<file path="config.mk">
export PLATFORM = sky130hd
export DESIGN_NAME = leitor_7segmentos
export DESIGN_NICKNAME = d
export VERILOG_FILES = /design/src/rtl/leitor_7segmentos_pkg.sv /design/src/rtl/segmentos_para_hex.sv /design/src/rtl/leitor_7segmentos.sv
export SDC_FILE = /design/constraint.sdc
export NUM_CORES = 1
export LEC_CHECK = 0
export CAP_MARGIN = 0
export CORE_MARGIN = 10
export CORE_UTILIZATION = 35
export DETAILED_ROUTE_END_ITERATION = 16
export PLACE_DENSITY = 0.54
export SYNTH_ARGS = -nofsm -noshare
export SYNTH_HDL_FRONTEND = slang
export SYNTH_HIERARCHICAL = 1
export SYNTH_SLANG_ARGS = --single-unit
</file>
<file path="constraint.sdc">
create_clock -name clk -period 6.25 [get_ports clk]
set_input_delay 1.25 -clock clk [delete_from_list [all_inputs] [get_ports clk]]
set_output_delay 1.25 -clock clk [all_outputs]
set_load 0.02 [all_outputs]
</file>
<file path="src/rtl/leitor_7segmentos_pkg.sv">
// Shared active-low seven-segment patterns (bit order g..a) used by both the
// display encoder and the segment reader, so the two tables cannot drift.
package leitor_7segmentos_pkg;

    localparam logic [6:0] SEG_0     = 7'b1000000;
    localparam logic [6:0] SEG_1     = 7'b1111001;
    localparam logic [6:0] SEG_2     = 7'b0100100;
    localparam logic [6:0] SEG_3     = 7'b0110000;
    localparam logic [6:0] SEG_4     = 7'b0011001;
    localparam logic [6:0] SEG_5     = 7'b0010010;
    localparam logic [6:0] SEG_6     = 7'b0000010;
    localparam logic [6:0] SEG_7     = 7'b1111000;
    localparam logic [6:0] SEG_8     = 7'b0000000;
    localparam logic [6:0] SEG_9     = 7'b0010000;
    localparam logic [6:0] SEG_A     = 7'b0001000;
    localparam logic [6:0] SEG_B     = 7'b0000011;
    localparam logic [6:0] SEG_C     = 7'b1000110;
    localparam logic [6:0] SEG_D     = 7'b0100001;
    localparam logic [6:0] SEG_E     = 7'b0000110;
    localparam logic [6:0] SEG_F     = 7'b0001110;
    localparam logic [6:0] SEG_BLANK = 7'b1111111;

    // Indexed by the hex value it represents.
    localparam logic [6:0] SEG_TABLE [16] = '{
        SEG_0, SEG_1, SEG_2, SEG_3, SEG_4, SEG_5, SEG_6, SEG_7,
        SEG_8, SEG_9, SEG_A, SEG_B, SEG_C, SEG_D, SEG_E, SEG_F
    };

endpackage

</file>
<file path="src/rtl/segmentos_para_hex.sv">
// Combinational reverse lookup: active-low segment pattern -> 4-bit hex value,
// flagging whether the pattern is a known digit or the all-off blank.
module segmentos_para_hex
    import leitor_7segmentos_pkg::*;
(
    input  logic [6:0] seg,
    output logic [3:0] valor,
    output logic       eh_valido,
    output logic       eh_branco
);

    always_comb begin
        valor     = 4'd0;
        eh_valido = 1'b0;
        for (int i = 0; i < 16; i++) begin
            if (seg == SEG_TABLE[i]) begin
                valor     = 4'(i);
                eh_valido = 1'b1;
            end
        end
    end

    assign eh_branco = (seg == SEG_BLANK);

endmodule

</file>
<file path="src/rtl/leitor_7segmentos.sv">
// Seven-segment bus reader: waits for a stable {dig_sel, seg} pair, then
// decodes it once into the selected digit register with a valid flag.
module leitor_7segmentos
    import leitor_7segmentos_pkg::*;
#(
    parameter int NUM_DIGITS    = 4,
    parameter int STABLE_CYCLES = 4,
    localparam int IW = (NUM_DIGITS > 1) ? $clog2(NUM_DIGITS) : 1
) (
    input  logic                    clk,
    input  logic                    rst,
    input  logic [6:0]              seg,
    input  logic [NUM_DIGITS-1:0]   dig_sel,
    output logic [4*NUM_DIGITS-1:0] digits,
    output logic [NUM_DIGITS-1:0]   digit_valid,
    output logic                    update,
    output logic                    err,
    output logic [IW-1:0]           last_idx
);

    localparam int         PW  = NUM_DIGITS + 7;
    localparam logic [3:0] SAT = 4'(STABLE_CYCLES - 1);

    logic [PW-1:0]           pair_q, pair_d;
    logic [3:0]              cnt_q, cnt_d;
    logic                    committed_q, committed_d;
    logic [4*NUM_DIGITS-1:0] digits_q, digits_d;
    logic [NUM_DIGITS-1:0]   valid_q, valid_d;
    logic                    update_q, update_d;
    logic                    err_q, err_d;
    logic [IW-1:0]           last_idx_q, last_idx_d;

    logic [NUM_DIGITS-1:0]   sel_w;
    logic                    onehot_w;
    logic [IW-1:0]           idx_w;
    logic [3:0]              valor_w;
    logic                    eh_valido_w, eh_branco_w;
    logic                    same_w, commit_w;

    // Decode from the registered copy; it equals the live pair whenever a commit fires.
    segmentos_para_hex u_dec (
        .seg       (pair_q[6:0]),
        .valor     (valor_w),
        .eh_valido (eh_valido_w),
        .eh_branco (eh_branco_w)
    );

    assign pair_d   = {dig_sel, seg};
    assign same_w   = (pair_d == pair_q);
    assign sel_w    = pair_q[PW-1:7];
    assign onehot_w = (sel_w != '0) && ((sel_w & (sel_w - 1'b1)) == '0);

    always_comb begin
        idx_w = '0;
        for (int i = 0; i < NUM_DIGITS; i++) begin
            if (sel_w[i]) idx_w = IW'(i);
        end
    end

    always_comb begin
        cnt_d       = cnt_q;
        committed_d = committed_q;
        commit_w    = 1'b0;
        if (same_w) begin
            if (cnt_q != SAT) cnt_d = cnt_q + 4'd1;
            // Fires on the SAT-1 -> SAT transition, at most once per stable window.
            if (cnt_q == SAT - 4'd1 && !committed_q) begin
                commit_w    = 1'b1;
                committed_d = 1'b1;
            end
        end else begin
            cnt_d       = 4'd0;
            committed_d = 1'b0;
        end
    end

    always_comb begin
        digits_d   = digits_q;
        valid_d    = valid_q;
        last_idx_d = last_idx_q;
        update_d   = 1'b0;
        err_d      = 1'b0;
        if (commit_w && onehot_w) begin
            last_idx_d = idx_w;
            if (eh_valido_w) begin
                digits_d[4*int'(idx_w) +: 4] = valor_w;
                valid_d[idx_w]               = 1'b1;
                update_d                     = 1'b1;
            end else begin
                valid_d[idx_w] = 1'b0;
                err_d          = !eh_branco_w;
            end
        end
    end

    always_ff @(posedge clk or posedge rst) begin
        if (rst) begin
            pair_q      <= '0;
            cnt_q       <= 4'd0;
            committed_q <= 1'b0;
            digits_q    <= '0;
            valid_q     <= '0;
            update_q    <= 1'b0;
            err_q       <= 1'b0;
            last_idx_q  <= '0;
        end else begin
            pair_q      <= pair_d;
            cnt_q       <= cnt_d;
            committed_q <= committed_d;
            digits_q    <= digits_d;
            valid_q     <= valid_d;
            update_q    <= update_d;
            err_q       <= err_d;
            last_idx_q  <= last_idx_d;
        end
    end

    assign digits      = digits_q;
    assign digit_valid = valid_q;
    assign update      = update_q;
    assign err         = err_q;
    assign last_idx    = last_idx_q;

endmodule

</file>
==> results_dict.tcl, run 1 <==
set metrics [dict create \
    path_delay_family "simple AND/OR/NAND/NOR gates" \
    slew_viol_final 0 \
    drt-vias-per-instance 5.161 \
    cts_tree "done" \
    finalClockSkew_ns 0.007271 \
    row_count 28 \
    path_max_fanout 18 \
    post-route-period-util_pct 56.18 \
    worst_pin_slew_ns 0.5590 \
    cts_buffers 5 \
    r2r_setup_slack_ns 3.29 \
    mappedNetlistArea_sq_um 2111 \
    final_cell_mix "40 x dfrtp_1, 36 x clkdlybuf4s50_1, 14 x nor2_1" \
    synthesis.nets 205 \
    cts_resized 0 \
    yosysUniqueCellTypes 50 \
    crit_type "primary input to flop" \
    io_pins 37 \
    crit_required_ns 6.42 \
    finalPower_w 0.0004775 \
    reg2reg_from "pair_q[3]$_DFF_PP0_" \
    cts_sinks 40 \
    htreeDepth 2 \
    ys_seq_area_share_pct 47.42 \
    die_h_um 97.66 \
    peakVddDrop_uv 102.3 \
    whs_path_depth 1 \
    hold_viol_final 0 \
    synth-edff-count 0 \
    hold_buffers 0 \
    cts_setup_buffers 0 \
    powerDensity_nw_per_um2 184.7 \
    hold_end "digits[9]$_DFFE_PP0P_" \
    r2r_cells 8 \
    fmax_mhz 284.8 \
    numPortBuffers 36 \
    setup_viol 0 \
    ys_seq_elements 40 \
    ant_nets 0 \
    drtIter0Drc 96 \
    floorplan.die_area_sq_um 9537 \
    cap_violations 0 \
    pre_cts_slack_ns 2.401 \
    setup_slack_ns 2.739 \
    cts.clk_slew.worst_paths_ns 0.07 \
    gp_congestion 0.7531 \
    hpwl_mm 3.400 \
    grtUsageTotal_pct 9.588 \
    finalCriticalPeriod_ns 3.511 \
    synth_warnings 6 \
    core_region_area_sq_um 5886 \
    max_stage_delay_ns 0.77 \
    area_growth_pct 22.47 \
    antenna_found_initial 0 \
    clockBufferDepth 2 \
    cp-start-kind "primary input" \
    p_leak_nw 1.068 \
    wirelength_mm 4.556 \
    cp-end-kind "flop" \
    via_count 1543 \
    clkLatencyLatePin_ns 0.29 \
    wl_per_cell_um 15.24 \
    grt_pass1_wl_mm 7.686 \
    diodes 0 \
    grt_max_degree 41 \
    fin_nets 239 \
    min_path_type "flop to flop" \
    crit_buf_inv 1 \
    layout_commonest_cell "dfrtp_1" \
    cts-root-buf "clkbuf_8" \
    ys_async_sr_fraction_pct 100.0 \
    grt_pass1_vias 1480 \
    status "finished clean" \
    start_util_pct 35.86 \
    firstDrtPassIters 4 \
    hold_start "digits[9]$_DFFE_PP0P_" \
    final.setup.tns_ns 0 \
    relSlewSlack_pct 62.66 \
    syn_avg_cell_area_sq_um 11.11 \
    worstPathArrival_ns 3.69 \
    drive_gt1_share_pct 15.63 \
    grt.overflow.total 0 \
    rsz0062_at_grt "false" \
    critPathSlowestCell "or4_1" \
    drc_errors 0 \
    synthCells 190 \
    die_x_um 97.66 \
    reg2reg_to "digits[10]$_DFFE_PP0P_" \
    crit_chain "clkdlybuf4s50_1 -> xor2_1 -> nor4_1 -> nand3_2 -> or4_1 -> mux2_4" \
    ys_dominant_reg_cell "dfrtp_1" \
]
metal layers:
layer  up-vias  GRT usage [%]  wire length [um]
li1        758              -                 -
met1       744          12.89              2186
met2        37          13.75              2062
met3         4          3.556               269
met4         0          3.020                38
met5         -              0                 0
sequential cells by signal, summed over array words and instances, names as in the netlist, named ones only:
signal       flops
update           1
committed_q      1
err              1
cnt_q            4
pair_q          11
last_idx         2
digits          16
cells by family (layout without fill, tap and decap cells):
family,after synthesis,after routing,share of synthesized area [%]
buffers and inverters,19,53,4.861
AND/OR/NAND/NOR,66,66,19.98
AO/OA/AOI/OAI,29,29,9.247
multiplexers,20,20,11.14
adder cells (fa/ha/maj),2,2,1.185
flip-flops,40,40,47.42
XOR/XNOR,14,14,6.165
worst register-to-register path: cells and delay by family, from the launching register on:
family          cells  cell delay, ns
compound gates      2            0.51
flops               1            0.54
simple gates        5            1.49
mux                 1            0.31
cells in the mapped netlist, types with 2 or more instances:
cell type | n | area share [%]
mux2_4 | 4 | 2.8
mux2_2 | 12 | 6.4
o21ai_0 | 4 | 0.95
nor3b_1 | 2 | 0.71
a2bb2oi_1 | 2 | 0.83
o31ai_1 | 2 | 0.71
nor2_1 | 14 | 2.5
nor3_1 | 3 | 0.71
o21ai_1 | 2 | 0.47
dfrtp_1 | 40 | 47
xor2_1 | 12 | 5.0
a21oi_1 | 6 | 1.4
clkbuf_1 | 2 | 0.36
buf_2 | 4 | 0.95
inv_1 | 9 | 1.6
buf_6 | 3 | 1.6
or3_1 | 6 | 1.8
or4_1 | 3 | 1.1
nor4_1 | 5 | 1.5
a31oi_1 | 4 | 1.2
ha_1 | 2 | 1.2
nand2b_1 | 4 | 1.2
nand3_1 | 6 | 1.4
nand4b_1 | 3 | 1.2
a211oi_1 | 2 | 0.71
nand2_1 | 5 | 0.89
o211ai_1 | 2 | 0.71
mux2i_1 | 4 | 1.9
nand3b_1 | 2 | 0.71
worst max-delay path by stage:
stage / to / start / cells after the start
4_1_cts: digits[7]$_DFFE_PP0P_ / seg[5] / 6
3_3_place_gp: digits[4]$_DFFE_PP0P_ / seg[5] / 6
2_1_floorplan: digits[4]$_DFFE_PP0P_ / seg[5] / 6
5_1_grt: digits[4]$_DFFE_PP0P_ / seg[5] / 6
6_report: digits[5]$_DFFE_PP0P_ / seg[5] / 6
3_5_place_dp: digits[7]$_DFFE_PP0P_ / seg[5] / 6
power by group:
| part | internal, W | switching, W |
|---|---|---|
| clock | 0.0000756 | 0.0000880 |
| sequential | 0.000262 | 0.0000109 |
| combinational | 0.0000189 | 0.0000219 |
area by class of cell:
type,instances,area [sq um]
multi-input combinational,131,1007
timing repair buffer,37,367.9
fill,575,3301
tap,75,93.84
clock buffer,5,68.82
inverter,9,33.78
clock inverter,2,12.51
sequential,40,1001
per-stage QoR:
| step | instances | area (sq um) | hold slack (ns) | utilization, % |
|---|---|---|---|---|
| after floorplan | 190 | 2111 | 0.5533 | - |
| after global placement | 292 | 2504 | 0.4918 | 42.54 |
| after detailed placement | 292 | 2504 | 0.5003 | 42.54 |
| after CTS | 299 | 2585 | 0.5182 | 43.92 |
| after global routing | 299 | 2585 | 0.5314 | 43.92 |
| final | 299 | 2585 | 0.5094 | 43.92 |
(Power assumes the default switching activity.)
==> run 2: changes to the inputs <==
==> constraint.sdc (replaced) <==
create_clock -name clk -period 3.55 [get_ports clk]
set_input_delay 0.71 -clock clk [delete_from_list [all_inputs] [get_ports clk]]
set_output_delay 0.71 -clock clk [all_outputs]
set_load 0.02 [all_outputs]
==> run 2 against run 1 <==
Final cell count up 1.3%. Clock power increased by 140%. Highest routed layer unchanged. Non-clock buffer count grew 3. Critical endpoint is now digits[7]$_DFFE_PP0P_. Utilization increased by 1.1 points. Critical path depth grew 1.
==> results_dict.tcl, run 2 (same netlist as run 1, synthesis figures left out) <==
set metrics [dict create \
    status "finished clean" \
    antenna_found_initial 0 \
    via_count 1566 \
    htreeDepth 2 \
    io_pins 37 \
    wl_per_cell_um 15.09 \
    powerDensity_nw_per_um2 358.3 \
    grtUsageTotal_pct 9.564 \
    hold_buffers 0 \
    die_h_um 97.66 \
    floorplan.die_area_sq_um 9537 \
    crit_top_cell "or4_1" \
    crit_chain "nand4_1 -> or4_1 -> o21ai_1 -> or3_1 -> nand2b_1 -> or4_1 -> mux2_4" \
    cts_sinks 40 \
    cts_resized 0 \
    cts_setup_buffers 0 \
    crit_required_ns 3.73 \
    hold_ws_ns 0.5109 \
    post-route-period-util_pct 82.00 \
    crit_buf_inv 0 \
    die_x_um 97.66 \
    finalClockSkew_ns 0.009885 \
    wirelength_mm 4.572 \
    fin_nets 242 \
    rsz0062_at_grt "false" \
    relSlewSlack_pct 59.88 \
    p_leak_nw 1.105 \
    max_stage_delay_ns 0.64 \
    start_util_pct 35.86 \
    gp_congestion 0.7838 \
    layout_commonest_cell "dfrtp_1" \
    cts-root-buf "clkbuf_8" \
    cap_violations 0 \
    firstDrtPassIters 4 \
    final_cell_mix "40 x dfrtp_1, 36 x clkdlybuf4s50_1, 14 x nor2_1" \
    clockBufferDepth 2 \
    cp-start-kind "flop" \
    fmax_mhz 343.5 \
    hpwl_mm 3.402 \
    area_growth_pct 25.43 \
    path_max_fanout 13 \
    min_path_type "flop to flop" \
    grt_max_degree 41 \
    worst_pin_slew_ns 0.6005 \
    cts_buffers 5 \
    crit_type "flop to flop" \
    peakVddDrop_uv 227.6 \
    hold_viol_final 0 \
    grt.overflow.total 0 \
    path_delay_family "simple AND/OR/NAND/NOR gates" \
    cp-end-kind "flop" \
    slew_viol_final 0 \
    critPathSlowestCell "or4_1" \
    setup_viol 0 \
    diodes 0 \
    row_count 28 \
    cts_tree "done" \
    core_region_area_sq_um 5886 \
    ant_nets 0 \
    final.setup.tns_ns 0 \
    numPortBuffers 36 \
    drtIter0Drc 38 \
    largest_reg_flops 16 \
    grt_pass1_vias 1502 \
    grt_pass1_wl_mm 7.603 \
    worstPathArrival_ns 3.09 \
    drive_gt1_share_pct 17.11 \
    cts.clk_slew.worst_paths_ns 0.08 \
    clkLatencyLatePin_ns 0.30 \
    finalCriticalPeriod_ns 2.911 \
    drc_errors 0 \
    drt-vias-per-instance 5.168 \
]
-- run 2: worst paths after layout --
kind	endpoint	cells after the start	slack, ns	startpoint
hold reg to reg	digits[8]$_DFFE_PP0P_	1	0.51	digits[8]$_DFFE_PP0P_
max in group asynchronous	async pin	3	2.35	rst
hold / removal	digits[8]$_DFFE_PP0P_	1	0.51	digits[8]$_DFFE_PP0P_
min in group asynchronous	digits[8]$_DFFE_PP0P_	3	0.84	rst
setup reg to reg	digits[7]$_DFFE_PP0P_	7	0.64	pair_q[3]$_DFF_PP0_
setup / recovery	digits[7]$_DFFE_PP0P_	7	0.64	pair_q[3]$_DFF_PP0_
-- run 2: report_power, final --
part	switching (W)	internal, W	total, W	leakage, nW
clock	0.000166	0.000230	0.000396	0.0614
sequential	0.0000187	0.000461	0.000480	0.513
combinational	0.0000391	0.0000338	0.0000729	0.530
-- run 2: final cells by class --
| class | count | area, sq um |
|---|---|---|
| timing repair buffer | 40 | 390.4 |
| clock buffer | 6 | 82.58 |
| fill | 562 | 3238 |
| tap | 75 | 93.84 |
| multi-input combinational | 131 | 1007 |
| clock inverter | 2 | 38.79 |
| inverter | 9 | 33.78 |
| sequential | 40 | 1001 |
-- run 2: through the flow --
step	power, W	cell area, sq um	worst slack, ns	std cells	util, %
5_1_grt	0.0009948	2648	0.4330	303	44.98
6_report	0.0009486	2648	0.6390	303	44.98
3_5_place_dp	0.0005638	2526	0.4915	295	42.92
3_3_place_gp	0.0005635	2526	0.5011	295	42.92
2_1_floorplan	0.0005365	2111	1.048	190	-
4_1_cts	0.0009636	2648	0.6194	303	44.98
-- run 2: worst register-to-register path, delay by kind of cell (launching register included) --
| family | cells | cell delay, ns |
|---|---|---|
| DFF | 1 | 0.60 |
| muxes | 1 | 0.35 |
| AOI/OAI and AO/OA | 1 | 0.11 |
| and+or+nand+nor | 5 | 1.74 |
-- run 2: layer usage --
metal	track usage, %	vias to the layer above	share of wire (%)
li1	-	764	-
met1	12.26	760	48
met2	13.80	38	45
met3	4.054	4	6.5
met4	3.691	0	0.87
met5	0	-	0
==> run 3: changes to the inputs <==
==> constraint.sdc (replaced) <==
create_clock -name clk -period 2.74 [get_ports clk]
set_input_delay 0.548 -clock clk [delete_from_list [all_inputs] [get_ports clk]]
set_output_delay 0.548 -clock clk [all_outputs]
set_load 0.02 [all_outputs]
==> run 3 against run 2 <==
Clock power is 23% higher. Critical path type unchanged. Hold slack got worse by 0.0020 ns. Clock skew is 0.0018 ns lower. Critical path depth unchanged. Combinational power grew 65%. Utilization up 2.0 points. Cell area is 4.5% higher. Power rose by 29%. Non-clock buffer count is 16 higher. Die area unchanged. Sequential share of layout area decreased by 1.6 points. Via count grew 2.2%. Largest power group unchanged.
==> results_dict.tcl, run 3 (same netlist as run 1, synthesis figures left out) <==
set metrics [dict create \
    clkLatencyLatePin_ns 0.29 \
    worst_pin_slew_ns 0.5191 \
    grtUsageTotal_pct 9.520 \
    via_count 1601 \
    setup_slack_ns 0.1856 \
    crit_type "flop to flop" \
    pre_cts_slack_ns -0.07299 \
    hpwl_mm 3.501 \
    cp-end-kind "flop" \
    cts_buffers 5 \
    wirelength_mm 4.568 \
    status "finished clean" \
    final_core_util_pct 47.02 \
    finalPower_w 0.001221 \
    cp-start-kind "flop" \
    cts_tree "done" \
    clockBufferDepth 2 \
    hold_buffers 0 \
    max_stage_delay_ns 0.57 \
    drc_errors 0 \
    post-route-period-util_pct 93.23 \
    crit_chain "or4_1 -> o21ai_1 -> or3_1 -> nand2b_1 -> or3_1 -> or3_1 -> mux2_2" \
    core_region_area_sq_um 5886 \
    seqPwrFrac_pct 50.1 \
    fmax_mhz 391.5 \
    diodes 0 \
    antenna_found_initial 0 \
    cts-root-buf "clkbuf_8" \
    cts_sinks 40 \
    grt_max_degree 41 \
    p_leak_nw 1.182 \
    setup_viol 0 \
    gp_congestion 0.7947 \
    nFillCells 571 \
    peakVddDrop_uv 271.9 \
    floorplan.die_area_sq_um 9537 \
    finalCriticalPeriod_ns 2.554 \
    ant_nets 0 \
    firstDrtPassIters 4 \
    finalClockSkew_ns 0.008057 \
    die_h_um 97.66 \
    power.switching_w 0.0002930 \
    htreeDepth 2 \
    worstPathArrival_ns 2.74 \
    crit_required_ns 2.92 \
    crit_top_cell "or3_1" \
    numPortBuffers 36 \
    relSlewSlack_pct 65.27 \
    hold_start "last_idx[0]$_DFFE_PP0P_" \
    drive_gt1_share_pct 22.95 \
    largest_reg_flops 16 \
    p_int_w 0.0009283 \
    min_path_type "flop to flop" \
    cap_violations 0 \
    grt.overflow.total 0 \
    start_util_pct 35.86 \
    wl_per_cell_um 14.32 \
    critPathSlowestCell "or4_1" \
    reg2reg_from "pair_q[1]$_DFF_PP0_" \
    hold_viol_final 0 \
    slew_viol_final 0 \
    layout_commonest_cell "dfrtp_1" \
    io_pins 37 \
    grt_pass1_vias 1565 \
    area_growth_pct 31.12 \
    rsz0062_at_grt "false" \
    row_count 28 \
    drt-vias-per-instance 5.019 \
    crit_start "pair_q[1]$_DFF_PP0_" \
    drtIter0Drc 71 \
    path_max_fanout 8 \
    placed_area_sq_um 2646 \
    final_cell_mix "40 x dfrtp_1, 36 x clkdlybuf4s50_1, 20 x buf_4" \
    pwr-share-clk_pct 40.0 \
    stdcell_area_sq_um 2768 \
    combPwrFrac_pct 9.8 \
    hold_ws_ns 0.5089 \
    cts.clk_slew.worst_paths_ns 0.08 \
    grt_pass1_wl_mm 7.610 \
    netSwitchingFraction_pct 23.99 \
    die_x_um 97.66 \
    powerDensity_nw_per_um2 441.3 \
    fin_nets 258 \
]
[run 3: worst max-delay path: cells and delay by family, from the launching register on]
kind	cells	cell delay [ns]
flip-flops	1	0.49
AO/OA/AOI/OAI	1	0.11
AND/OR/NAND/NOR	5	1.56
multiplexers	1	0.31
[run 3: metal layers]
layer	global-route usage, %	wire length (um)	share of wire [%]
met5	0	0	0
met4	3.803	53	1.2
met3	3.556	257	5.6
met2	13.69	1977	43
met1	12.45	2279	50
[run 3: repair_timing]
item,in CTS,in global routing
setup endpoints to repair,0,3
gates resized for setup,0,1
setup buffers,0,0
[run 3: worst paths after layout]
kind	to	slack [ns]	depth (start not counted)
worst max register to register	digits[9]$_DFFE_PP0P_	0.19	7
max in group asynchronous	pair_q[10]$_DFF_PP0_	1.70	3
worst min-delay path	last_idx[0]$_DFFE_PP0P_	0.51	1
worst min register to register	last_idx[0]$_DFFE_PP0P_	0.51	1
min in group asynchronous	digits[8]$_DFFE_PP0P_	0.68	3
worst max-delay path	digits[9]$_DFFE_PP0P_	0.19	7
[run 3: cell type report]
cell class	instances	area [sq um]	area share, %
Multi-Input combinational cell	131	1012	36.57
Timing Repair Buffer	56	510.5	18.44
Clock buffer	5	68.82	2.486
Clock inverter	3	47.55	1.718
Tap cell	75	93.84	3.391
Sequential cell	40	1001	36.17
Inverter	9	33.78	1.221
[run 3: stage by stage]
| stage | std cells | setup TNS, ns |
|---|---|---|
| global route | 319 | 0 |
| CTS | 319 | 0 |
| detailed placement | 311 | -0.4088 |
| global placement | 311 | -0.3661 |
| floorplan | 190 | 0 |
| finish | 319 | 0 |
[run 3: power groups by stage]
stage	Combinational, W	Sequential, W	Clock, W
2_1_floorplan	0.0000763	0.000619	0
3_3_place_gp	0.000122	0.000624	0
3_5_place_dp	0.000121	0.000624	0
4_1_cts	0.000122	0.000612	0.000510
5_1_grt	0.000134	0.000614	0.000538
6_report	0.000120	0.000612	0.000489
==> RTL change 1 (flow settings as in run 1) <==
Make the reset (`rst`) synchronous in one clocked block.
--- a/src/rtl/leitor_7segmentos.sv
+++ b/src/rtl/leitor_7segmentos.sv
@@ -94,5 +94,5 @@
     end
 
-    always_ff @(posedge clk or posedge rst) begin
+    always_ff @(posedge clk) begin
         if (rst) begin
             pair_q      <= '0;
Function: differs if rst is asserted again (counterexample within 10 cycles, from zero or initial values and one cycle with rst high); with rst held inactive, the same outputs for 10 cycles.
==> RTL change 1 against run 1 <==
Power increased by 15%; design area increased by 5.3%; area after synthesis increased by 4.1%; clock power increased by 35%; critical path depth unchanged; sequential cell count unchanged; wire length increased by 5.9%; worst setup slack got worse by 150 ps; critical path type unchanged.
==> RTL change 1: results <==
logic_synthesis:
  synth-compound-area-share_pct: 8.59
  synth_nets: 267
  synthAdderAreaFrac_pct: 5.69
  synthArstFlopShare_pct: 0
  synth_xor_xnor_area_share_pct: 5.98
  synth_common_cells: "40 x dfxtp_1, 23 x nand2_1, 22 x mux2i_1, 22 x nand2b_1, 19 x nor2_1"
  syn_area_per_cell_um2: 9.01
  ys_types: 46
  synth_mux_area_share_pct: 10.5
  synth_seq_area_share_pct: 36.4
  synth_area_leaders: "dfxtp_1 36%, mux2i_1 10%, nand2b_1 6.3%"
  yosysWarnings: 6
placed_design:
  dp_hpwl_mm: 3.62
  dp_slack_ps: 2250
  gp_congestion: 0.759
  place_inst: 346
  dpl_cell_area_um2: 2600
drt:
  top_layer_used: "met4"
  met1Wirelength_mm: 2.35
  wl_mm: 4.82
  dr.pass1.iters: 4
  viasPerCell: 4.87
  wl_met2_mm: 2.09
  first_iter_violations: 121
  wl_met3_um: 338
  wl_per_cell_um: 13.6
status:
  status: "completed"
setup_path:
  r2r_cells: 5
  cp_max_fo: 10
  cpPeakStageDelay_ps: 720
  cp_data_arrival_time_ps: 3840
  critPathSlowestCell: "or4_2"
  path_delay_family: "simple AND/OR/NAND/NOR gates"
pwr:
  ir_drop_mv: 0.100
  cellLeakagePower_nw: 1.08
  p_sw_share_pct: 24.3
  power.density_nw_per_um2: 202
clocking:
  cts-hold-fix-buffers: 0
  clkSlewWorstSetupHoldPaths_ps: 80
  cts_root_buf: "clkbuf_8"
  h-tree-depth: 2
global_route:
  grt_pass1_vias: 1762
  grt_use_met1_pct: 12.0
  grt_max_degree: 41
  met2_usage_pct: 15.7
  grt_pass1_wl_mm: 8.24
  grt_use_total_pct: 9.85
  grt_util_met3_pct: 4.01
  grt_antenna_before_repair: 0
min_path:
  holdPathStages: 2
final_layout:
  final_nets: 301
  nFillCells: 624
  drive_gt1_share_pct: 6.81
timing:
  finalSetupViolCount: 0
  worst_pin_slew_ps: 713
  clock_skew_ps: 8.33
## RTL change 1: layout make-up
class	instances	share of cell area, %
clock buffers	6	3.03
clock inverters	2	1.43
inverters	6	0.828
multi-input cells	188	48.3
flip-flops and latches	40	29.4
well taps	75	3.45
repair buffers	37	13.5
## RTL change 1: path summary, 6_finish.rpt
kind | startpoint | endpoint | slack, ps
worst min register to register | digits[9] | digits[9] | 480
worst max-delay path | seg[4] | digits[11] | 2580
worst min-delay path | digits[9] | digits[9] | 480
worst max register to register | pair_q[4] | digits[11] | 3440
## RTL change 1: power groups by stage
stage,combinational [mW],clock [mW],sequential [mW]
2_1_floorplan,0.0476,0,0.268
3_3_place_gp,0.0606,0,0.275
3_5_place_dp,0.0604,0,0.275
4_1_cts,0.0607,0.228,0.269
5_1_grt,0.0678,0.241,0.270
6_report,0.0600,0.222,0.269
## RTL change 1: worst min-delay path, cell delays in order, from the launching register on
cell      delay, ps
dfxtp_1         310
nand2b_1         60
mux2i_1          60
==> RTL change 2 (settings of run 1) <==
Made on the original files. `NUM_DIGITS`: 4 -> 8.
--- a/src/rtl/leitor_7segmentos.sv
+++ b/src/rtl/leitor_7segmentos.sv
@@ -4,5 +4,5 @@
     import leitor_7segmentos_pkg::*;
 #(
-    parameter int NUM_DIGITS    = 4,
+    parameter int NUM_DIGITS    = 8,
     parameter int STABLE_CYCLES = 4,
     localparam int IW = (NUM_DIGITS > 1) ? $clog2(NUM_DIGITS) : 1
Interface: changed (resized dig_sel, digit_valid, digits and last_idx); port bits go from 37 to 62. The function was not compared with the original's and may differ.
==> RTL change 2 against run 1 <==
Sequential cell count grew 25; critical path depth grew 1; non-clock buffer count grew 25; area after synthesis grew 54%; critical endpoint is now digits[26]; power grew 96%; first-iteration DRC count shrank 34%; design area grew 61%; largest cell class is now flip-flops and latches; worst setup slack lost 120 ps; wire length grew 61%.
==> RTL change 2: results <==
status:
  status: "completed"
pwr:
  powerClk_mw: 0.437
  ir_drop_mv: 0.142
  clkPwrFrac_pct: 46.7
  internal-power_mw: 0.718
min_path:
  min_from: "last_idx[0]"
  hold_end: "last_idx[0]"
  holdPathStages: 2
logic_synthesis:
  synth_mux_area_share_pct: 13.4
  synth_xor_xnor_area_share_pct: 4.86
  synth_area_leaders: "dfrtp_1 50%, mux2_2 12%, xor2_1 3.5%"
  ys_types: 52
  synthAdderAreaFrac_pct: 1.54
  synth-compound-area-share_pct: 8.95
  synth-seq-cells: 65
  synth_seq_area_share_pct: 50.2
  synth_nets: 298
  syn_area_per_cell_um2: 11.7
clocking:
  h-tree-depth: 3
  cts_buffers: 9
  post_cts_resized: 0
  insertion_delay_ps: 340
final_layout:
  nFillCells: 868
  buffer_area_share_pct: 14.9
  seq_share_pct: 39.2
  clkbuf_count: 10
  multi_input_cells: 185
  nonClockBufferCount: 62
  drive_gt1_share_pct: 19.6
  fin_cells: 452
  final-clk-cell-share_pct: 5.88
  design_area_um2: 4150
setup_path:
  rr_endpoint: "digits[18]"
  critPathSlowestCell: "nor4_1"
  rrSetupSlack_ps: 2630
  cp_data_arrival_time_ps: 3860
  r2r_start: "pair_q[2]"
  cp_max_fo: 26
  cpPeakStageDelay_ps: 540
placed_design:
  dp_slack_ps: 2220
  gp_congestion: 0.780
  place_inst: 436
  dp_hpwl_mm: 5.45
  port_buffers: 61
global_route:
  grt_max_degree: 66
  grt_pass1_wl_mm: 12.3
  grt_pass1_vias: 2360
  grt_use_total_pct: 11.5
timing:
  timing.hold.ws_ps: 497
  clock_skew_ps: 6.83
  worst_pin_slew_ps: 898
drt:
  wl_mm: 7.36
  viasPerCell: 5.04
  first_iter_violations: 63
-- RTL change 2: layer usage --
| metal | vias up | track usage [%] | share of wire, % |
|---|---|---|---|
| li1 | 1118 | - | - |
| met1 | 1103 | 14.2 | 47 |
| met2 | 51 | 18.2 | 46 |
| met5 | - | 0 | 0 |
| met3 | 6 | 4.62 | 6.6 |
| met4 | 0 | 3.25 | 0.73 |
-- RTL change 2: worst max-delay path by stage --
stage                from    endpoint  slack, ps  depth (start not counted)
2_1_floorplan  dig_sel[3]  digits[10]       3270                          6
5_1_grt         pair_q[0]  digits[16]       2340                          9
3_5_place_dp       seg[0]  digits[25]       2220                          7
6_report           seg[0]  digits[26]       2620                          7
4_1_cts            seg[0]  digits[29]       2590                          7
3_3_place_gp       seg[0]  digits[25]       2230                          7
-- RTL change 2: worst min-delay path, cell delays in order (launching register included) --
cell and delay, ps:
dfrtp_1 350, nand2_1 50, o21ai_0 60
